==> src/rtl/sparc_ffu_vis_issue_if.sv <==
// Handshake and data bundle between FFU control/FRF/VIS datapath/writeback and the VIS issue stage.
// slave = the issue stage, master = everything around it.
interface sparc_ffu_vis_issue_if #(
    parameter int DW   = 64,
    parameter int TIDW = 2
);
    logic            ctl_vis_valid;
    logic            vis_ctl_ready;
    logic [8:0]      ctl_vis_opf;
    logic [TIDW-1:0] ctl_vis_tid;
    logic [4:0]      ctl_vis_rd;
    logic [DW-1:0]   frf_vis_rs1;
    logic [DW-1:0]   frf_vis_rs2;
    logic            ctl_vis_kill_e;
    logic            gsr_wr_en;
    logic [2:0]      gsr_wr_align;
    logic [2:0]      vis_gsr_align;
    logic [DW-1:0]   dp_vis_rs1;
    logic [DW-1:0]   dp_vis_rs2;
    logic            ctl_vis_sel_add;
    logic            ctl_vis_sel_log;
    logic            ctl_vis_sel_align;
    logic            ctl_vis_add32;
    logic            ctl_vis_subtract;
    logic            ctl_vis_cin;
    logic            ctl_vis_align0;
    logic            ctl_vis_align2;
    logic            ctl_vis_align4;
    logic            ctl_vis_align6;
    logic            ctl_vis_align_odd;
    logic            ctl_vis_log_sel_nor;
    logic            ctl_vis_log_sel_nand;
    logic            ctl_vis_log_sel_xor;
    logic            ctl_vis_log_sel_pass;
    logic            ctl_vis_log_invert_rs1;
    logic            ctl_vis_log_invert_rs2;
    logic            ctl_vis_log_constant;
    logic            ctl_vis_log_pass_const;
    logic            ctl_vis_log_pass_rs1;
    logic            ctl_vis_log_pass_rs2;
    logic [DW-1:0]   vis_dp_rd_data;
    logic            vis_wb_valid;
    logic            wb_vis_ready;
    logic [DW-1:0]   vis_wb_data;
    logic [TIDW-1:0] vis_wb_tid;
    logic [4:0]      vis_wb_rd;
    logic            vis_wb_illegal;

    modport slave (
        input  ctl_vis_valid, ctl_vis_opf, ctl_vis_tid, ctl_vis_rd, frf_vis_rs1, frf_vis_rs2,
               ctl_vis_kill_e, gsr_wr_en, gsr_wr_align, vis_dp_rd_data, wb_vis_ready,
        output vis_ctl_ready, vis_gsr_align, dp_vis_rs1, dp_vis_rs2,
               ctl_vis_sel_add, ctl_vis_sel_log, ctl_vis_sel_align,
               ctl_vis_add32, ctl_vis_subtract, ctl_vis_cin,
               ctl_vis_align0, ctl_vis_align2, ctl_vis_align4, ctl_vis_align6, ctl_vis_align_odd,
               ctl_vis_log_sel_nor, ctl_vis_log_sel_nand, ctl_vis_log_sel_xor, ctl_vis_log_sel_pass,
               ctl_vis_log_invert_rs1, ctl_vis_log_invert_rs2, ctl_vis_log_constant,
               ctl_vis_log_pass_const, ctl_vis_log_pass_rs1, ctl_vis_log_pass_rs2,
               vis_wb_valid, vis_wb_data, vis_wb_tid, vis_wb_rd, vis_wb_illegal
    );

    modport master (
        output ctl_vis_valid, ctl_vis_opf, ctl_vis_tid, ctl_vis_rd, frf_vis_rs1, frf_vis_rs2,
               ctl_vis_kill_e, gsr_wr_en, gsr_wr_align, vis_dp_rd_data, wb_vis_ready,
        input  vis_ctl_ready, vis_gsr_align, dp_vis_rs1, dp_vis_rs2,
               ctl_vis_sel_add, ctl_vis_sel_log, ctl_vis_sel_align,
               ctl_vis_add32, ctl_vis_subtract, ctl_vis_cin,
               ctl_vis_align0, ctl_vis_align2, ctl_vis_align4, ctl_vis_align6, ctl_vis_align_odd,
               ctl_vis_log_sel_nor, ctl_vis_log_sel_nand, ctl_vis_log_sel_xor, ctl_vis_log_sel_pass,
               ctl_vis_log_invert_rs1, ctl_vis_log_invert_rs2, ctl_vis_log_constant,
               ctl_vis_log_pass_const, ctl_vis_log_pass_rs1, ctl_vis_log_pass_rs2,
               vis_wb_valid, vis_wb_data, vis_wb_tid, vis_wb_rd, vis_wb_illegal
    );
endinterface

==> src/rtl/sparc_ffu_vis_issue.sv <==
// VIS issue/writeback: E stage latches operands and one-hot decoded controls, W holds the result.
// Latency accept->wb_valid 2 cycles; ready = ~valid_e | (~valid_w | wb_ready), W and E hold under stall.
module sparc_ffu_vis_issue #(
    parameter int DW   = 64,
    parameter int TIDW = 2
) (
    input logic                  rclk,
    input logic                  arst_l,
    sparc_ffu_vis_issue_if.slave vis
);
    typedef struct packed {
        logic sel_add, sel_log, sel_align;
        logic add32, subtract, cin;
        logic align0, align2, align4, align6, align_odd;
        logic log_nor, log_nand, log_xor, log_pass;
        logic inv_rs1, inv_rs2, constant, pass_const, pass_rs1, pass_rs2;
    } ctl_t;

    logic            valid_e_q, valid_e_d, valid_w_q, valid_w_d, illegal_q;
    ctl_t            ctl_e_q, ctl_e_d, dec;
    logic            legal;
    logic [2:0]      gsr_q, align_src;
    logic [DW-1:0]   rs1_e_q, rs1_e_d, rs2_e_q, rs2_e_d, data_w_q, data_w_d;
    logic [TIDW-1:0] tid_e_q, tid_e_d, tid_w_q, tid_w_d;
    logic [4:0]      rd_e_q, rd_e_d, rd_w_q, rd_w_d;
    logic            adv_w, accept, e_to_w;

    assign adv_w  = ~valid_w_q | vis.wb_vis_ready;
    assign accept = vis.ctl_vis_valid & vis.vis_ctl_ready;
    assign e_to_w = valid_e_q & adv_w & ~vis.ctl_vis_kill_e;
    // A GSR write in the accept cycle must be seen by the op being accepted.
    assign align_src = vis.gsr_wr_en ? vis.gsr_wr_align : gsr_q;

    always_comb begin
        dec   = '0;
        legal = 1'b0;
        if (vis.ctl_vis_opf[8:3] == 6'b001010) begin
            legal        = 1'b1;
            dec.sel_add  = 1'b1;
            dec.subtract = vis.ctl_vis_opf[2];
            dec.cin      = vis.ctl_vis_opf[2];
            dec.add32    = vis.ctl_vis_opf[1];
        end else if (vis.ctl_vis_opf == 9'h048) begin
            legal         = 1'b1;
            dec.sel_align = 1'b1;
            dec.align0    = (align_src[2:1] == 2'd0);
            dec.align2    = (align_src[2:1] == 2'd1);
            dec.align4    = (align_src[2:1] == 2'd2);
            dec.align6    = (align_src[2:1] == 2'd3);
            dec.align_odd = align_src[0];
        end else if (vis.ctl_vis_opf[8:5] == 4'b0011) begin
            legal       = 1'b1;
            dec.sel_log = 1'b1;
            // AND/OR families are built from NOR/NAND with inverted inputs.
            case (vis.ctl_vis_opf[4:1])
                4'h0: begin dec.log_pass = 1'b1; dec.pass_const = 1'b1; end
                4'h1: dec.log_nor = 1'b1;
                4'h2: begin dec.log_nor = 1'b1; dec.inv_rs1 = 1'b1; end
                4'h3: begin dec.log_pass = 1'b1; dec.pass_rs2 = 1'b1; dec.inv_rs2 = 1'b1; end
                4'h4: begin dec.log_nor = 1'b1; dec.inv_rs2 = 1'b1; end
                4'h5: begin dec.log_pass = 1'b1; dec.pass_rs1 = 1'b1; dec.inv_rs1 = 1'b1; end
                4'h6: dec.log_xor = 1'b1;
                4'h7: dec.log_nand = 1'b1;
                4'h8: begin dec.log_nor = 1'b1; dec.inv_rs1 = 1'b1; dec.inv_rs2 = 1'b1; end
                4'h9: begin dec.log_xor = 1'b1; dec.inv_rs1 = 1'b1; end
                4'hA: begin dec.log_pass = 1'b1; dec.pass_rs1 = 1'b1; end
                4'hB: begin dec.log_nand = 1'b1; dec.inv_rs1 = 1'b1; end
                4'hC: begin dec.log_pass = 1'b1; dec.pass_rs2 = 1'b1; end
                4'hD: begin dec.log_nand = 1'b1; dec.inv_rs2 = 1'b1; end
                4'hE: begin dec.log_nand = 1'b1; dec.inv_rs1 = 1'b1; dec.inv_rs2 = 1'b1; end
                4'hF: begin dec.log_pass = 1'b1; dec.pass_const = 1'b1; dec.constant = 1'b1; end
            endcase
        end
    end

    always_comb begin
        valid_e_d = valid_e_q;
        ctl_e_d   = ctl_e_q;
        rs1_e_d   = rs1_e_q;
        rs2_e_d   = rs2_e_q;
        tid_e_d   = tid_e_q;
        rd_e_d    = rd_e_q;
        if (accept) begin
            valid_e_d = legal;
            ctl_e_d   = legal ? dec : '0;
            rs1_e_d   = vis.frf_vis_rs1;
            rs2_e_d   = vis.frf_vis_rs2;
            tid_e_d   = vis.ctl_vis_tid;
            rd_e_d    = vis.ctl_vis_rd;
        end else if (valid_e_q && (adv_w || vis.ctl_vis_kill_e)) begin
            valid_e_d = 1'b0;
            ctl_e_d   = '0;
        end
        valid_w_d = valid_w_q;
        data_w_d  = data_w_q;
        tid_w_d   = tid_w_q;
        rd_w_d    = rd_w_q;
        if (e_to_w) begin
            valid_w_d = 1'b1;
            data_w_d  = vis.vis_dp_rd_data;
            tid_w_d   = tid_e_q;
            rd_w_d    = rd_e_q;
        end else if (adv_w) begin
            valid_w_d = 1'b0;
        end
    end

    always_ff @(posedge rclk or negedge arst_l) begin
        if (!arst_l) begin
            valid_e_q <= 1'b0;
            valid_w_q <= 1'b0;
            illegal_q <= 1'b0;
            ctl_e_q   <= '0;
            gsr_q     <= '0;
            rs1_e_q   <= '0;
            rs2_e_q   <= '0;
            tid_e_q   <= '0;
            rd_e_q    <= '0;
            data_w_q  <= '0;
            tid_w_q   <= '0;
            rd_w_q    <= '0;
        end else begin
            valid_e_q <= valid_e_d;
            valid_w_q <= valid_w_d;
            illegal_q <= accept & ~legal;
            ctl_e_q   <= ctl_e_d;
            gsr_q     <= align_src;
            rs1_e_q   <= rs1_e_d;
            rs2_e_q   <= rs2_e_d;
            tid_e_q   <= tid_e_d;
            rd_e_q    <= rd_e_d;
            data_w_q  <= data_w_d;
            tid_w_q   <= tid_w_d;
            rd_w_q    <= rd_w_d;
        end
    end

    assign vis.vis_ctl_ready          = ~valid_e_q | adv_w;
    assign vis.vis_gsr_align          = gsr_q;
    assign vis.dp_vis_rs1             = rs1_e_q;
    assign vis.dp_vis_rs2             = rs2_e_q;
    assign vis.ctl_vis_sel_add        = ctl_e_q.sel_add;
    assign vis.ctl_vis_sel_log        = ctl_e_q.sel_log;
    assign vis.ctl_vis_sel_align      = ctl_e_q.sel_align;
    assign vis.ctl_vis_add32          = ctl_e_q.add32;
    assign vis.ctl_vis_subtract       = ctl_e_q.subtract;
    assign vis.ctl_vis_cin            = ctl_e_q.cin;
    assign vis.ctl_vis_align0         = ctl_e_q.align0;
    assign vis.ctl_vis_align2         = ctl_e_q.align2;
    assign vis.ctl_vis_align4         = ctl_e_q.align4;
    assign vis.ctl_vis_align6         = ctl_e_q.align6;
    assign vis.ctl_vis_align_odd      = ctl_e_q.align_odd;
    assign vis.ctl_vis_log_sel_nor    = ctl_e_q.log_nor;
    assign vis.ctl_vis_log_sel_nand   = ctl_e_q.log_nand;
    assign vis.ctl_vis_log_sel_xor    = ctl_e_q.log_xor;
    assign vis.ctl_vis_log_sel_pass   = ctl_e_q.log_pass;
    assign vis.ctl_vis_log_invert_rs1 = ctl_e_q.inv_rs1;
    assign vis.ctl_vis_log_invert_rs2 = ctl_e_q.inv_rs2;
    assign vis.ctl_vis_log_constant   = ctl_e_q.constant;
    assign vis.ctl_vis_log_pass_const = ctl_e_q.pass_const;
    assign vis.ctl_vis_log_pass_rs1   = ctl_e_q.pass_rs1;
    assign vis.ctl_vis_log_pass_rs2   = ctl_e_q.pass_rs2;
    assign vis.vis_wb_valid           = valid_w_q;
    assign vis.vis_wb_data            = data_w_q;
    assign vis.vis_wb_tid             = tid_w_q;
    assign vis.vis_wb_rd              = rd_w_q;
    assign vis.vis_wb_illegal         = illegal_q;
endmodule
==> src/flat_wrapper.sv <==
// flat-port wrapper written by rule: the top's interface ports become plain ports
module sparc_ffu_vis_issue_flat 
#(
    parameter int DW   = 64,
    parameter int TIDW = 2
)
  (rclk, arst_l, vis_ctl_vis_valid, vis_ctl_vis_opf, vis_ctl_vis_tid, vis_ctl_vis_rd, vis_frf_vis_rs1, vis_frf_vis_rs2, vis_ctl_vis_kill_e, vis_gsr_wr_en, vis_gsr_wr_align, vis_vis_dp_rd_data, vis_wb_vis_ready, vis_vis_ctl_ready, vis_vis_gsr_align, vis_dp_vis_rs1, vis_dp_vis_rs2, vis_ctl_vis_sel_add, vis_ctl_vis_sel_log, vis_ctl_vis_sel_align, vis_ctl_vis_add32, vis_ctl_vis_subtract, vis_ctl_vis_cin, vis_ctl_vis_align0, vis_ctl_vis_align2, vis_ctl_vis_align4, vis_ctl_vis_align6, vis_ctl_vis_align_odd, vis_ctl_vis_log_sel_nor, vis_ctl_vis_log_sel_nand, vis_ctl_vis_log_sel_xor, vis_ctl_vis_log_sel_pass, vis_ctl_vis_log_invert_rs1, vis_ctl_vis_log_invert_rs2, vis_ctl_vis_log_constant, vis_ctl_vis_log_pass_const, vis_ctl_vis_log_pass_rs1, vis_ctl_vis_log_pass_rs2, vis_vis_wb_valid, vis_vis_wb_data, vis_vis_wb_tid, vis_vis_wb_rd, vis_vis_wb_illegal);
  sparc_ffu_vis_issue_if #(.DW(DW), .TIDW(TIDW)) vis_i ();
  input logic rclk;
  input logic arst_l;
  input wire logic [$bits(vis_i.ctl_vis_valid)-1:0] vis_ctl_vis_valid;
  input wire logic [$bits(vis_i.ctl_vis_opf)-1:0] vis_ctl_vis_opf;
  input wire logic [$bits(vis_i.ctl_vis_tid)-1:0] vis_ctl_vis_tid;
  input wire logic [$bits(vis_i.ctl_vis_rd)-1:0] vis_ctl_vis_rd;
  input wire logic [$bits(vis_i.frf_vis_rs1)-1:0] vis_frf_vis_rs1;
  input wire logic [$bits(vis_i.frf_vis_rs2)-1:0] vis_frf_vis_rs2;
  input wire logic [$bits(vis_i.ctl_vis_kill_e)-1:0] vis_ctl_vis_kill_e;
  input wire logic [$bits(vis_i.gsr_wr_en)-1:0] vis_gsr_wr_en;
  input wire logic [$bits(vis_i.gsr_wr_align)-1:0] vis_gsr_wr_align;
  input wire logic [$bits(vis_i.vis_dp_rd_data)-1:0] vis_vis_dp_rd_data;
  input wire logic [$bits(vis_i.wb_vis_ready)-1:0] vis_wb_vis_ready;
  output wire logic [$bits(vis_i.vis_ctl_ready)-1:0] vis_vis_ctl_ready;
  output wire logic [$bits(vis_i.vis_gsr_align)-1:0] vis_vis_gsr_align;
  output wire logic [$bits(vis_i.dp_vis_rs1)-1:0] vis_dp_vis_rs1;
  output wire logic [$bits(vis_i.dp_vis_rs2)-1:0] vis_dp_vis_rs2;
  output wire logic [$bits(vis_i.ctl_vis_sel_add)-1:0] vis_ctl_vis_sel_add;
  output wire logic [$bits(vis_i.ctl_vis_sel_log)-1:0] vis_ctl_vis_sel_log;
  output wire logic [$bits(vis_i.ctl_vis_sel_align)-1:0] vis_ctl_vis_sel_align;
  output wire logic [$bits(vis_i.ctl_vis_add32)-1:0] vis_ctl_vis_add32;
  output wire logic [$bits(vis_i.ctl_vis_subtract)-1:0] vis_ctl_vis_subtract;
  output wire logic [$bits(vis_i.ctl_vis_cin)-1:0] vis_ctl_vis_cin;
  output wire logic [$bits(vis_i.ctl_vis_align0)-1:0] vis_ctl_vis_align0;
  output wire logic [$bits(vis_i.ctl_vis_align2)-1:0] vis_ctl_vis_align2;
  output wire logic [$bits(vis_i.ctl_vis_align4)-1:0] vis_ctl_vis_align4;
  output wire logic [$bits(vis_i.ctl_vis_align6)-1:0] vis_ctl_vis_align6;
  output wire logic [$bits(vis_i.ctl_vis_align_odd)-1:0] vis_ctl_vis_align_odd;
  output wire logic [$bits(vis_i.ctl_vis_log_sel_nor)-1:0] vis_ctl_vis_log_sel_nor;
  output wire logic [$bits(vis_i.ctl_vis_log_sel_nand)-1:0] vis_ctl_vis_log_sel_nand;
  output wire logic [$bits(vis_i.ctl_vis_log_sel_xor)-1:0] vis_ctl_vis_log_sel_xor;
  output wire logic [$bits(vis_i.ctl_vis_log_sel_pass)-1:0] vis_ctl_vis_log_sel_pass;
  output wire logic [$bits(vis_i.ctl_vis_log_invert_rs1)-1:0] vis_ctl_vis_log_invert_rs1;
  output wire logic [$bits(vis_i.ctl_vis_log_invert_rs2)-1:0] vis_ctl_vis_log_invert_rs2;
  output wire logic [$bits(vis_i.ctl_vis_log_constant)-1:0] vis_ctl_vis_log_constant;
  output wire logic [$bits(vis_i.ctl_vis_log_pass_const)-1:0] vis_ctl_vis_log_pass_const;
  output wire logic [$bits(vis_i.ctl_vis_log_pass_rs1)-1:0] vis_ctl_vis_log_pass_rs1;
  output wire logic [$bits(vis_i.ctl_vis_log_pass_rs2)-1:0] vis_ctl_vis_log_pass_rs2;
  output wire logic [$bits(vis_i.vis_wb_valid)-1:0] vis_vis_wb_valid;
  output wire logic [$bits(vis_i.vis_wb_data)-1:0] vis_vis_wb_data;
  output wire logic [$bits(vis_i.vis_wb_tid)-1:0] vis_vis_wb_tid;
  output wire logic [$bits(vis_i.vis_wb_rd)-1:0] vis_vis_wb_rd;
  output wire logic [$bits(vis_i.vis_wb_illegal)-1:0] vis_vis_wb_illegal;
  assign vis_i.ctl_vis_valid = vis_ctl_vis_valid;
  assign vis_i.ctl_vis_opf = vis_ctl_vis_opf;
  assign vis_i.ctl_vis_tid = vis_ctl_vis_tid;
  assign vis_i.ctl_vis_rd = vis_ctl_vis_rd;
  assign vis_i.frf_vis_rs1 = vis_frf_vis_rs1;
  assign vis_i.frf_vis_rs2 = vis_frf_vis_rs2;
  assign vis_i.ctl_vis_kill_e = vis_ctl_vis_kill_e;
  assign vis_i.gsr_wr_en = vis_gsr_wr_en;
  assign vis_i.gsr_wr_align = vis_gsr_wr_align;
  assign vis_i.vis_dp_rd_data = vis_vis_dp_rd_data;
  assign vis_i.wb_vis_ready = vis_wb_vis_ready;
  assign vis_vis_ctl_ready = vis_i.vis_ctl_ready;
  assign vis_vis_gsr_align = vis_i.vis_gsr_align;
  assign vis_dp_vis_rs1 = vis_i.dp_vis_rs1;
  assign vis_dp_vis_rs2 = vis_i.dp_vis_rs2;
  assign vis_ctl_vis_sel_add = vis_i.ctl_vis_sel_add;
  assign vis_ctl_vis_sel_log = vis_i.ctl_vis_sel_log;
  assign vis_ctl_vis_sel_align = vis_i.ctl_vis_sel_align;
  assign vis_ctl_vis_add32 = vis_i.ctl_vis_add32;
  assign vis_ctl_vis_subtract = vis_i.ctl_vis_subtract;
  assign vis_ctl_vis_cin = vis_i.ctl_vis_cin;
  assign vis_ctl_vis_align0 = vis_i.ctl_vis_align0;
  assign vis_ctl_vis_align2 = vis_i.ctl_vis_align2;
  assign vis_ctl_vis_align4 = vis_i.ctl_vis_align4;
  assign vis_ctl_vis_align6 = vis_i.ctl_vis_align6;
  assign vis_ctl_vis_align_odd = vis_i.ctl_vis_align_odd;
  assign vis_ctl_vis_log_sel_nor = vis_i.ctl_vis_log_sel_nor;
  assign vis_ctl_vis_log_sel_nand = vis_i.ctl_vis_log_sel_nand;
  assign vis_ctl_vis_log_sel_xor = vis_i.ctl_vis_log_sel_xor;
  assign vis_ctl_vis_log_sel_pass = vis_i.ctl_vis_log_sel_pass;
  assign vis_ctl_vis_log_invert_rs1 = vis_i.ctl_vis_log_invert_rs1;
  assign vis_ctl_vis_log_invert_rs2 = vis_i.ctl_vis_log_invert_rs2;
  assign vis_ctl_vis_log_constant = vis_i.ctl_vis_log_constant;
  assign vis_ctl_vis_log_pass_const = vis_i.ctl_vis_log_pass_const;
  assign vis_ctl_vis_log_pass_rs1 = vis_i.ctl_vis_log_pass_rs1;
  assign vis_ctl_vis_log_pass_rs2 = vis_i.ctl_vis_log_pass_rs2;
  assign vis_vis_wb_valid = vis_i.vis_wb_valid;
  assign vis_vis_wb_data = vis_i.vis_wb_data;
  assign vis_vis_wb_tid = vis_i.vis_wb_tid;
  assign vis_vis_wb_rd = vis_i.vis_wb_rd;
  assign vis_vis_wb_illegal = vis_i.vis_wb_illegal;
  sparc_ffu_vis_issue #(.DW(DW), .TIDW(TIDW)) u_core (.rclk(rclk), .arst_l(arst_l), .vis(vis_i));
endmodule
==> config.mk <==
export PLATFORM = sky130hd
export DESIGN_NAME = sparc_ffu_vis_issue_flat
export DESIGN_NICKNAME = d
export VERILOG_FILES = /design/src/rtl/sparc_ffu_vis_issue_if.sv /design/src/rtl/sparc_ffu_vis_issue.sv /design/src/flat_wrapper.sv
export SDC_FILE = /design/constraint.sdc
export NUM_CORES = 1
export LEC_CHECK = 0
export ABC_CLOCK_PERIOD_IN_PS = 4350
export CORE_AREA = 10 10 163 165
export CTS_CLUSTER_DIAMETER = 100
export DETAILED_ROUTE_END_ITERATION = 8
export DIE_AREA = 0 0 173 175
export PLACE_DENSITY = 0.81
export SYNTH_ARGS = -nofsm -noshare
export SYNTH_HDL_FRONTEND = slang
export SYNTH_SLANG_ARGS = --single-unit
==> constraint.sdc <==
create_clock -name rclk -period 4.35 [get_ports rclk]
set_input_delay 1.305 -clock rclk [delete_from_list [all_inputs] [get_ports rclk]]
set_output_delay 1.305 -clock rclk [all_outputs]
set_load 0.005 [all_outputs]
**Word-level counts from Yosys, hierarchy flattened**

Index checks and enable logic that the tools add are counted.

- Register bits after elaboration: 233
- Bits of input ports: 217
- Output and inout bits: 226
- Word-level logic and storage cells: 108

- Eq/ne operators: 21
- Muxes and demuxes: 30
- Bitwise logic cells: 10
- Reduce and logical (&&, ||, !) cells: 15

Operator list:

| kind | number |
|---|---|
| 2-to-1 mux 21 bit | 3 |
| == test 4 bit, second input constant | 8 |
| 2-to-1 mux 1 bit | 20 |
| 2-to-1 mux 10 bit | 2 |
| == test 4 x 3 -> 1 bit, second input constant | 4 |
| 2-to-1 mux 15 bit | 1 |
| == test 4 x 2 -> 1 bit, second input constant | 3 |
| OR reduction 6 bit | 2 |
| == test 9 x 7 -> 1 bit, second input constant | 1 |
| OR reduction 2 bit | 4 |
| OR reduction 4 bit | 2 |
| == test 6 x 4 -> 1 bit, second input constant | 1 |
| 2-to-1 mux 3 bit | 2 |
| 2-to-1 mux 5 bit | 1 |
| OR reduction 5 bit | 1 |
| bitwise AND 1 bit | 4 |
| == test 2 bit, second input constant | 2 |
| == test 4 x 1 -> 1 bit, second input constant | 1 |
| logical NOT 4 bit | 1 |
| inverter 1 bit | 4 |
| nonzero test 2 bit | 2 |
| == test 2 x 1 -> 1 bit, second input constant | 1 |
| logical NOT 2 bit | 1 |
| 2-to-1 mux 2 bit | 1 |
| other kinds (3) | 4 |

**Depth between registers and ports, before layout**

- Depth after elaboration: 8
- Depth in mapped cells: 5
- Depth with buffers taken out: 4

**Least setup slack after synthesis**

OpenSTA, ideal clock, no wires.

- Path kind: input-to-output
- Start point: in vis_wb_vis_ready
- End point: out vis_vis_ctl_ready
- Arrival: 1521 ps
- Required time: 3045 ps
- Path slack: 1524 ps
- Cell stages on the path: 1
- Buffers on the path: 0
- Cell sequence: nand3b_2

- Word-level cells in the longest chain between the ends: 2

Ends and longest elaborated chain:

| item | RTL line | text |
|---|---|---|
| from (decl) | flat_wrapper.sv:21 | `input wire logic [$bits(vis_i.wb_vis_ready)-1:0] vis_wb_vis_ready;` |
| bitwise OR 1 bit | sparc_ffu_vis_issue.sv:28 | `assign adv_w = ~valid_w_q \| vis.wb_vis_ready;` |
| bitwise OR 1 bit | sparc_ffu_vis_issue.sv:138 | `assign vis.vis_ctl_ready = ~valid_e_q \| adv_w;` |
| to (decl) | flat_wrapper.sv:22 | `output wire logic [$bits(vis_i.vis_ctl_ready)-1:0] vis_vis_ctl_ready;` |

Every way passes these cells.

**Worst setup path in the final report**

Ends and elaborated chain as after synthesis.

==> results by group <==
Clocking
  – Worst skew pair latency: 520 ps
  – Clock slew at reported path FFs: 60 ps
  – CTS HTree Levels: 1
  – TritonCTS Sinks: 232
  – Setup Buffers After CTS: 0
  – CTS tree: built
  – CTS Buffer Depth: 3
  – PostCTS Resize Cnt: 0
  – Root Driver: clkbuf_16
  – CTS Hold Bufs: 0
  – CTS buffer count: 26

Yosys
  – Unique masters post-synth: 37
  – Post-synthesis register bit count: 232
  – Seq/Total Area, Yosys: 59.9%
  – Post-synthesis net count: 771
  – Post-synth top cells: dfrtp_1, mux2_4, mux2_1
  – Top_reg_cell synth: dfrtp_1
  – Area leader, netlist: dfrtp_1
  – Synth warnings: 0
  – Mapped Area: 9680 um^2
  – Synth area leaders: dfrtp_1, mux2_4, mux2_1
  – Top-area cell type share of the netlist area: 59.9%
  – Most frequent cell after synthesis: dfrtp_1
  – Syn Inst Count: 554
  – EDFF count, synth: 0
  – Synth Area per Inst: 17.5 um^2
  – Async S/R FF share, synth: 100%

Timing
  – Highest clock rate: 0.263 GHz
  – Min Hold Slack: 477 ps
  – Tmin final: 3800 ps
  – Clock skew: 9.02 ps
  – Final Max Slew Viols: 0
  – Setup Viol. Count Final: 0
  – Final setup TNS: 0 ps
  – Final worst-path cycle share: 87.3%
  – Final Hold Fails: 0
  – RSZ-0062 raised after global routing: false
  – Slew headroom: 45.9%
  – Worst Tran Pin Value: 811 ps

GRT
  – Pin count of the biggest net entering global routing: 105
  – Global Route Usage Sum: 19.6%
  – GRT overflow: 0
  – Vias in the first global route: 7060
  – First-pass GRT wire length: 46300 um
  – Initial antenna violation count: 1

Critical path
  – Worst r2r src: u_core.vis.vis_wb_valid
  – CP Launch Type: input pin
  – CP max stage delay: 540 ps
  – Setup Crit Path Kind: input pin to primary output
  – Worst Setup SP: vis_wb_vis_ready
  – Crit. End Element: primary output
  – Crit-path cells: clkdlybuf4s50_1 > nand3b_2 > clkdlybuf4s50_1
  – CP max FO: 3
  – Most numerous cell on the critical path: clkdlybuf4s50_1
  – Worst Path Arrival: 2490 ps
  – CP required: 3040 ps
  – Critical path's slowest cell: clkdlybuf4s50_1

Final layout
  – Register area: 5810 um^2
  – Multi-input gate area: 3510 um^2
  – Fill cells: 1688
  – Layout cells sized above 1: 24.3%
  – P&R area growth vs syn: 56.9%
  – Total Nets Final: 1226

Floorplan
  – I/O pins: 443
  – Initial cell density of the core: 41.6%
  – Number of core rows: 56
  – Die area: 30300 um^2
  – DIE WIDTH: 173 um
  – Die height: 175 um
  – Placeable core region: 23300 um^2

Routing
  – Antenna-violating nets left: 0
  – Drt via density: 4.71
  – First-pass DRT Iterations: 4
  – Number of DRC markers in iteration 0: 366
  – Post-DR wirelength/cell: 22.8 um
  – Vias: 6353
  – Wirelength, routed: 30800 um
  – Residual DRC count: 0

Min path
  – Hold_sp: u_core.vis.ctl_vis_log_pass_const
  – Hold Crit Class: flip-flop to flip-flop

Placed design
  – Dpl hpwl: 23500 um
  – Port buffer count: 442
  – Placer Congestion: 0.806

Power
  – Pwr dens: 414 nW/um^2
  – Clock power frac: 35.8%
  – Sw Pwr: 1.48 mW
  – Static leakage: 6.72 nW
  – Sequential share of power: 41.6%
  – Sw frac: 23.6%
  – Combinational share of power: 22.6%
  – Internal Power: 4.80 mW
  – Peak supply drop: 0.000287 V

Run
  – Max cap viols: 0

Status
  – Run status: finished clean
power groups by stage:
stage / clock network [mW] / logic (mW) / registers (mW)
after floorplan: 0 / 0.482 / 2.65
after global placement: 0 / 1.41 / 2.63
after detailed placement: 0 / 1.43 / 2.65
after CTS: 2.30 / 1.45 / 2.62
after global routing: 2.38 / 1.50 / 2.65
final: 2.25 / 1.42 / 2.62
layout make-up:
type,instances,share of cell area [%]
Sequential cell,232,38.2
Timing Repair Buffer,456,30.2
Multi-Input combinational cell,292,23.1
Clock buffer,31,4.74
Tap cell,319,2.63
Clock inverter,17,1.10
Inverter,1,0.0247
Antenna cell,1,0.0165
kinds of logic (layout without fill, tap and decap cells):
| family | Yosys count | after routing | synth area share, % |
|---|---|---|---|
| XOR/XNOR | 1 | 1 | 0.0905 |
| other | 0 | 1 | 0 |
| AND/OR/NAND/NOR | 50 | 50 | 2.95 |
| multiplexers | 210 | 210 | 31.0 |
| buffers and inverters | 30 | 505 | 4.02 |
| flip-flops | 232 | 232 | 59.9 |
| AO/OA/AOI/OAI | 31 | 31 | 2.02 |
registers in the layout, indices dropped and copies added, names as in the netlist, 2 cells and up:
name and cells:
u_core.rd_e_q 5, u_core.tid_e_q 2, u_core.vis.dp_vis_rs1 64, u_core.vis.dp_vis_rs2 64, u_core.vis.vis_gsr_align 3, u_core.vis.vis_wb_data 64, u_core.vis.vis_wb_rd 5, u_core.vis.vis_wb_tid 2
worst max-delay path: cells and delay by family:
kind	cells	cell delay (ps)
and+or+nand+nor	1	190
buffers and inverters	2	1000
layer usage:
metal | track usage [%] | up-vias | share of wire (%)
met2 | 35.5 | 231 | 53
li1 | - | 2863 | -
met1 | 21.7 | 3225 | 37
met3 | 6.57 | 34 | 8.1
met4 | 4.71 | 0 | 1.8
met5 | 0 | - | 0
stage by stage:
step	cell area (um^2)	power (mW)	setup WS, ps	utilization [%]	cells
floorplan	9680	3.13	1520	-	554
global placement	14300	4.04	548	61.5	1300
detailed placement	14300	4.08	551	61.5	1300
CTS	15200	6.36	545	65.3	1348
global route	15200	6.53	499	65.3	1349
finish	15200	6.28	554	65.3	1349
final timing paths:
kind,end,slack (ps),depth (start not counted)
setup reg to reg,u_core.vis.vis_wb_data[21],2400,4
setup / recovery,vis_vis_ctl_ready,550,3
max in group asynchronous,u_core.vis.dp_vis_rs1[36],2670,2
min in group asynchronous,u_core.vis.vis_wb_data[57],790,1
hold / removal,u_core.vis.ctl_vis_log_pass_const,480,2
hold reg to reg,u_core.vis.ctl_vis_log_pass_const,480,2
cells in the final DEF, fill, tap and decap left out, types with 2 or more instances in the layout:
master / instances
clkbuf_8: 3
buf_4: 10
clkdlybuf4s50_1: 441
mux2_4: 170
mux2i_1: 2
a22o_1: 2
clkbuf_16: 27
a21oi_1: 5
nand3_1: 2
nand2_1: 22
nor2_1: 5
a211oi_1: 2
o22ai_1: 2
nand2b_1: 7
a21o_1: 3
mux2_1: 28
o31ai_1: 2
buf_12: 4
dfrtp_1: 232
o21ai_0: 3
bufinv_16: 3
mux2_2: 10
nor2b_1: 4
o21ai_1: 9
clkinvlp_4: 3
clkinv_2: 11
No activity file was read; power rests on OpenSTA's default activity.
